==> src/rtl/calc2_req_port.sv <==
// Per-port calc2 requester: serialises (cmd, op1, op2) onto the two-cycle request
// protocol, allocates 2-bit tags and turns responses or timeouts into completions.
module calc2_req_port #(
   parameter int MAX_OUTSTANDING = 4,
   parameter int TIMEOUT_CYCLES  = 256,
   parameter int TO_W            = 9
) (
   input  logic        ifClk,
   input  logic        ifRst,
   input  logic        txn_valid,
   output logic        txn_ready,
   input  logic [3:0]  txn_cmd,
   input  logic [31:0] txn_op1,
   input  logic [31:0] txn_op2,
   output logic [3:0]  ifReq_cmd_out,
   output logic [31:0] ifReq_data_out,
   output logic [1:0]  ifReq_tag_out,
   input  logic [1:0]  ifResp_in,
   input  logic [31:0] ifData_in,
   input  logic [1:0]  ifTag_in,
   output logic        cpl_valid,
   output logic [3:0]  cpl_cmd,
   output logic [1:0]  cpl_tag,
   output logic [1:0]  cpl_resp,
   output logic [31:0] cpl_data,
   output logic        cpl_timeout,
   output logic        err_unexpected,
   output logic [2:0]  outstanding
);

   localparam int NUM_TAGS = 4;
   localparam logic [TO_W-1:0] TO_LIM = TO_W'(TIMEOUT_CYCLES);
   localparam logic [TO_W-1:0] TO_EXP = TO_W'(TIMEOUT_CYCLES - 1);

   typedef enum logic [1:0] {
      IDLE  = 2'd0,
      SEND1 = 2'd1,
      SEND2 = 2'd2
   } state_t;

   state_t      state_reg;
   logic [3:0]  req_cmd_reg;
   logic [31:0] req_data_reg;
   logic [1:0]  req_tag_reg;
   logic [31:0] op2_reg;
   logic [1:0]  cur_tag_reg;
   logic [NUM_TAGS-1:0] busy_reg;
   logic [NUM_TAGS-1:0] busy_next;
   logic [2:0]  outstanding_reg;
   logic [2:0]  outstanding_next;

   logic        cpl_valid_reg;
   logic [3:0]  cpl_cmd_reg;
   logic [1:0]  cpl_tag_reg;
   logic [1:0]  cpl_resp_reg;
   logic [31:0] cpl_data_reg;
   logic        cpl_timeout_reg;
   logic        err_reg;

   logic [3:0]  tag_cmd [NUM_TAGS];
   logic [NUM_TAGS-1:0] expired;

   logic        resp_valid;
   logic        resp_hit;
   logic        resp_bad;
   logic [NUM_TAGS-1:0] resp_free_mask;
   logic [NUM_TAGS-1:0] free_vec;
   logic [NUM_TAGS-1:0] exp_mask;
   logic [NUM_TAGS-1:0] to_free_mask;
   logic [NUM_TAGS-1:0] alloc_mask;
   logic [1:0]  alloc_tag;
   logic        alloc_ok;
   logic [1:0]  exp_tag;
   logic        exp_any;
   logic        to_fire;
   logic        accept;
   logic        can_issue;

   assign resp_valid     = (ifResp_in == 2'd1) || (ifResp_in == 2'd2);
   assign resp_hit       = resp_valid && busy_reg[ifTag_in];
   assign resp_bad       = (ifResp_in == 2'd3) || (resp_valid && !busy_reg[ifTag_in]);
   assign resp_free_mask = resp_hit ? (4'b0001 << ifTag_in) : 4'b0000;
   // A tag released by this cycle's response may be handed out again immediately
   assign free_vec       = ~busy_reg | resp_free_mask;
   assign exp_mask       = expired & ~resp_free_mask;

   always_comb begin
      alloc_tag = 2'd0;
      alloc_ok  = 1'b0;
      exp_tag   = 2'd0;
      exp_any   = 1'b0;
      for (int i = NUM_TAGS - 1; i >= 0; i--) begin
         if (free_vec[i]) begin
            alloc_tag = 2'(i);
            alloc_ok  = 1'b1;
         end
         if (exp_mask[i]) begin
            exp_tag = 2'(i);
            exp_any = 1'b1;
         end
      end
   end

   assign can_issue = (state_reg == IDLE) || (state_reg == SEND2);
   assign txn_ready = ifRst && can_issue && alloc_ok &&
                      (outstanding_reg < 3'(MAX_OUTSTANDING));
   assign accept    = txn_valid && txn_ready;

   // Responses take the single completion slot; an expiry waits with its counter saturated
   assign to_fire      = !resp_hit && exp_any;
   assign to_free_mask = to_fire ? (4'b0001 << exp_tag) : 4'b0000;
   assign alloc_mask   = accept ? (4'b0001 << alloc_tag) : 4'b0000;

   assign busy_next        = (busy_reg & ~resp_free_mask & ~to_free_mask) | alloc_mask;
   assign outstanding_next = outstanding_reg + 3'(accept) - 3'(resp_hit || to_fire);

   genvar gi;
   generate
      for (gi = 0; gi < NUM_TAGS; gi++) begin : g_tag
         logic [TO_W-1:0] cnt_reg;
         logic [3:0]      cmd_reg;

         always_ff @(posedge ifClk or negedge ifRst) begin
            if (!ifRst) begin
               cnt_reg <= '0;
               cmd_reg <= '0;
            end else begin
               if (alloc_mask[gi]) begin
                  cmd_reg <= txn_cmd;
               end
               // Restart the count as the tag enters its op2 cycle
               if (alloc_mask[gi] || (state_reg == SEND1 && cur_tag_reg == 2'(gi))) begin
                  cnt_reg <= '0;
               end else if (busy_reg[gi] && cnt_reg < TO_LIM) begin
                  cnt_reg <= cnt_reg + 1'b1;
               end
            end
         end

         assign tag_cmd[gi] = cmd_reg;
         assign expired[gi] = busy_reg[gi] && (cnt_reg >= TO_EXP);
      end
   endgenerate

   always_ff @(posedge ifClk or negedge ifRst) begin
      if (!ifRst) begin
         state_reg    <= IDLE;
         req_cmd_reg  <= '0;
         req_data_reg <= '0;
         req_tag_reg  <= '0;
         op2_reg      <= '0;
         cur_tag_reg  <= '0;
      end else begin
         case (state_reg)
            SEND1: begin
               state_reg    <= SEND2;
               req_cmd_reg  <= '0;
               req_data_reg <= op2_reg;
               req_tag_reg  <= cur_tag_reg;
            end
            default: begin
               if (accept) begin
                  state_reg    <= SEND1;
                  req_cmd_reg  <= txn_cmd;
                  req_data_reg <= txn_op1;
                  req_tag_reg  <= alloc_tag;
                  op2_reg      <= txn_op2;
                  cur_tag_reg  <= alloc_tag;
               end else begin
                  state_reg    <= IDLE;
                  req_cmd_reg  <= '0;
                  req_data_reg <= '0;
                  req_tag_reg  <= '0;
               end
            end
         endcase
      end
   end

   always_ff @(posedge ifClk or negedge ifRst) begin
      if (!ifRst) begin
         busy_reg        <= '0;
         outstanding_reg <= '0;
         cpl_valid_reg   <= 1'b0;
         cpl_cmd_reg     <= '0;
         cpl_tag_reg     <= '0;
         cpl_resp_reg    <= '0;
         cpl_data_reg    <= '0;
         cpl_timeout_reg <= 1'b0;
         err_reg         <= 1'b0;
      end else begin
         busy_reg        <= busy_next;
         outstanding_reg <= outstanding_next;
         err_reg         <= resp_bad;
         cpl_valid_reg   <= resp_hit || to_fire;
         if (resp_hit) begin
            cpl_cmd_reg     <= tag_cmd[ifTag_in];
            cpl_tag_reg     <= ifTag_in;
            cpl_resp_reg    <= ifResp_in;
            cpl_data_reg    <= ifData_in;
            cpl_timeout_reg <= 1'b0;
         end else if (to_fire) begin
            cpl_cmd_reg     <= tag_cmd[exp_tag];
            cpl_tag_reg     <= exp_tag;
            cpl_resp_reg    <= '0;
            cpl_data_reg    <= '0;
            cpl_timeout_reg <= 1'b1;
         end else begin
            cpl_cmd_reg     <= '0;
            cpl_tag_reg     <= '0;
            cpl_resp_reg    <= '0;
            cpl_data_reg    <= '0;
            cpl_timeout_reg <= 1'b0;
         end
      end
   end

   assign ifReq_cmd_out  = req_cmd_reg;
   assign ifReq_data_out = req_data_reg;
   assign ifReq_tag_out  = req_tag_reg;
   assign cpl_valid      = cpl_valid_reg;
   assign cpl_cmd        = cpl_cmd_reg;
   assign cpl_tag        = cpl_tag_reg;
   assign cpl_resp       = cpl_resp_reg;
   assign cpl_data       = cpl_data_reg;
   assign cpl_timeout    = cpl_timeout_reg;
   assign err_unexpected = err_reg;
   assign outstanding    = outstanding_reg;

endmodule

==> config.mk <==
export PLATFORM = sky130hd
export DESIGN_NAME = calc2_req_port
export DESIGN_NICKNAME = d
export VERILOG_FILES = /design/src/rtl/calc2_req_port.sv
export SDC_FILE = /design/constraint.sdc
export NUM_CORES = 1
export LEC_CHECK = 0
export CAP_MARGIN = 20
export CORE_UTILIZATION = 35
export CTS_BUF_LIST = sky130_fd_sc_hd__clkbuf_4 sky130_fd_sc_hd__clkbuf_8
export CTS_CLUSTER_SIZE = 40
export DETAILED_ROUTE_END_ITERATION = 10
export PLACE_DENSITY_LB_ADDON = 0.1
export SLEW_MARGIN = 5
export SYNTH_ARGS = -nofsm -noshare
export SYNTH_HDL_FRONTEND = slang
export SYNTH_SLANG_ARGS = --single-unit
export TNS_END_PERCENT = 50
==> constraint.sdc <==
create_clock -name ifClk -period 3.5 [get_ports ifClk]
set_input_delay 0.7 -clock ifClk [delete_from_list [all_inputs] [get_ports ifClk]]
set_output_delay 0.7 -clock ifClk [all_outputs]
set_load 0.1 [all_outputs]
==> results.sh <==
export IMPL_reg2reg_slack_ps=300
export IMPL_finalHoldViolCount=0
export IMPL_final_layout_size_suffix_gt1_share_pct=12.2
export IMPL_cp_max_fo=7
export IMPL_totalNegativeSetupSlack_ps=0
export IMPL_grt_use_total_pct=17.2
export IMPL_h_tree_depth=4
export IMPL_timing_rr_end="outstanding[2]"
export IMPL_syn_area_per_cell_um2=11.3
export IMPL_post_dp_hpwl_um=12500
export IMPL_synth_ff_type="dfrtp_1"
export IMPL_drtIter0Drc=350
export IMPL_slew_viol_final=0
export IMPL_cts_max_path_buffers=2
export IMPL_routabilityCongestion=0.842
export IMPL_syn_inst=653
export IMPL_die_y_um=147
export IMPL_worstSetupStartpoint="ifResp_in[1]"
export IMPL_power_density_nw_per_um2=680
export IMPL_synth_distinct_cells=54
export IMPL_ys_ff_latch=176
export IMPL_avgRoutedWirePerCell_um=15.7
export IMPL_grt_pass1_wl_um=29100
export IMPL_initial_core_util_pct=36.1
export IMPL_overflow=0
export IMPL_synth_compound_area_share_pct=9.64
export IMPL_criticalPathCategory="in -> out"
export IMPL_syn_nets=772
export IMPL_peakVddDrop_mv=0.296
export IMPL_synth_edf_count=0
export IMPL_nNetsFinal=977
export IMPL_first_pass_iters=4
export IMPL_rsz0062_at_grt="no"
export IMPL_ys_seq_area_share_pct=59.6
export IMPL_antenna_cells=0
export IMPL_core_um2=20500
export IMPL_grt_util_met1_pct=22.1
export IMPL_grt_pass1_vias=5655
export IMPL_pre_cts_ws_ps=-103
export IMPL_io_pins=192
export IMPL_hold_ws_ps=402
export IMPL_post_route_period_util_pct=95.7
export IMPL_slew_headroom_pct=31.3
export IMPL_fill_cells=1885
export IMPL_synth_top_area_share_pct=59.6
export IMPL_rows=52
export IMPL_route_detailed_drc=0
export IMPL_synth_xor_area_share_pct=3.55
export IMPL_final_setup_viol_count=0
export IMPL_die_w_um=147
export IMPL_synth_largest_area_cell="dfrtp_1"
export IMPL_leakagePower_nw=4.61
export IMPL_vias_per_cell=4.86
export IMPL_busiest_layer="met2"
export IMPL_post_cts_buffers=0
export IMPL_place_area_um2=9690
export IMPL_synthMuxAreaShare_pct=4.96
export IMPL_cp_cell_sequence="clkdlybuf4s50_1 -> ha_1 -> nand2_1 -> o221ai_4 -> buf_4 -> nor4bb_4 -> buf_12"
export IMPL_slowest_stage="clkdlybuf4s50_1"
export IMPL_critPathRequiredTime_ps=2800
export IMPL_cts_tree="done"
export IMPL_critPathArrivalTime_ps=2650
export IMPL_grt_start_max_net_pins=177
export IMPL_cts_root_buf="clkbuf_8"
export IMPL_worst_pin_slew_ps=1030
export IMPL_status="complete, no violations"
export IMPL_routed_wl_um=17900
export IMPL_timing_fmax_mhz=299
export IMPL_cts_hold_buf=0
export IMPL_gr_usage_met2_pct=27.2
export IMPL_largest_reg_flops=36
export IMPL_maxCapViolCount=0
export IMPL_synthAdderAreaFrac_pct=2.13
export IMPL_ys_top_cells_by_area="dfrtp_1 (60%), nand2_1 (6.8%), a22o_1 (3.8%), and2_1 (3.0%), mux2_2 (2.6%)"
export IMPL_area_delta_synth_final_pct=36.8
export IMPL_async_flop_share_pct=100
export IMPL_final_area_um2=10100
export IMPL_mostFrequentLayoutCells="dfrtp_1 (176), clkdlybuf4s50_1 (176), nand2_1 (134)"
export IMPL_reg2reg_depth=15
export IMPL_yosys_area_share_simple_pct=17.9
export IMPL_worst_path_largest_cell_delay_ps=440
export IMPL_antenna_found_initial=0
export IMPL_use_met3_pct=6.09
export IMPL_clk_pin_slew_ps=90
export IMPL_postRouteAntennaNets=0
export IMPL_finClkSkew_ps=14.5
export IMPL_route_vias_total=5544
export IMPL_syn_area_um2=7390
export IMPL_cp_end_kind="output port"
export IMPL_dieArea_um2=21700
export IMPL_synth_top_family_by_area="simple AND/OR/NAND/NOR gates"
export IMPL_worst_setup_path_start_kind="input pin"
export IMPL_clk_latency_ps=470
export IMPL_rr_startpoint="g_tag[2].cnt_reg[0]"
export IMPL_finalCriticalPeriod_ps=3350
export IMPL_port_buffers=191
export IMPL_hold_class="in -> async"
export IMPL_worst_slack_ps=150
export IMPL_cts_repair_resized=0
export IMPL_cts_sinks=176
export IMPL_yosysWarnings=0
export IMPL_critPathCapture="txn_ready"
export IMPL_numCtsBuffers=17
-- final cells by class --
class                   count  area, um^2  share of cell area (%)
inverters                   9        33.8                   0.334
well taps                 270         338                    3.34
clock inverters            12         149                    1.47
flip-flops and latches    176        4400                    43.5
clock buffers              20         275                    2.72
multi-input cells         441        2850                    28.1
repair buffers            213        2070                    20.4
-- cell usage after synthesis (all sizes together), types with 2 or more instances --
| library cell | number |
|---|---|
| o21a | 2 |
| a32oi | 8 |
| a21o | 2 |
| a22o | 32 |
| nand4 | 13 |
| ha | 11 |
| dfrtp | 176 |
| buf | 17 |
| and2 | 37 |
| o31a | 2 |
| a31oi | 4 |
| nand2b | 7 |
| a21oi | 7 |
| nor3 | 4 |
| nand3 | 12 |
| nor2b | 6 |
| and4 | 2 |
| and3 | 11 |
| o22ai | 3 |
| nor3b | 4 |
| nand2 | 134 |
| mux4 | 4 |
| clkbuf | 10 |
| nor2 | 48 |
| xor2 | 14 |
| o21ai | 16 |
| a2bb2oi | 2 |
| inv | 9 |
| mux2i | 6 |
| mux2 | 17 |
| xnor2 | 16 |
| a211oi | 4 |
-- cell families after synthesis --
| kind of cell | count (synthesis) |
|---|---|
| simple gates | 283 |
| mux | 27 |
| xor+xnor | 30 |
| buf+inv | 36 |
| fa+ha+maj | 12 |
| flops | 176 |
| compound gates | 89 |
-- worst min path at each step --
stage               cells after the start                  end  slack (ps)
finish                                  2  g_tag[1].cnt_reg[5]         400
global route                            2          op2_reg[27]         510
CTS                                     2          op2_reg[13]         490
detailed placement                      2          op2_reg[13]         460
global placement                        2           op2_reg[0]         460
floorplan                               0          busy_reg[0]         400
-- power by group --
group / switching [W] / leakage [nW] / internal [W]
sequential: 0.000357 / 2.35 / 0.00251
combinational: 0.00171 / 2.05 / 0.000811
clock: 0.000775 / 0.218 / 0.000712
-- metrics by stage --
| step | util, % | cells | power, W |
|---|---|---|---|
| 3_5_place_dp | 47.3 | 1109 | 0.00544 |
| 4_1_cts | 49.4 | 1141 | 0.00695 |
| 6_report | 49.4 | 1141 | 0.00687 |
| 3_3_place_gp | 47.3 | 1109 | 0.00538 |
| 2_1_floorplan | - | 653 | 0.00466 |
| 5_1_grt | 49.4 | 1141 | 0.00726 |
-- layer usage --
layer	share of wire (%)	wire, um
met5	0	0
met4	1.2	218
met3	8.0	1430
met2	47	8320
met1	44	7930
-- critical path: cells and delay by family --
kind            cells  cell delay (ps)
buf+inv             3              860
simple gates        2              500
fa+ha+maj           1              350
compound gates      1              230
Note: power is estimated with default switching activity, not from simulation.
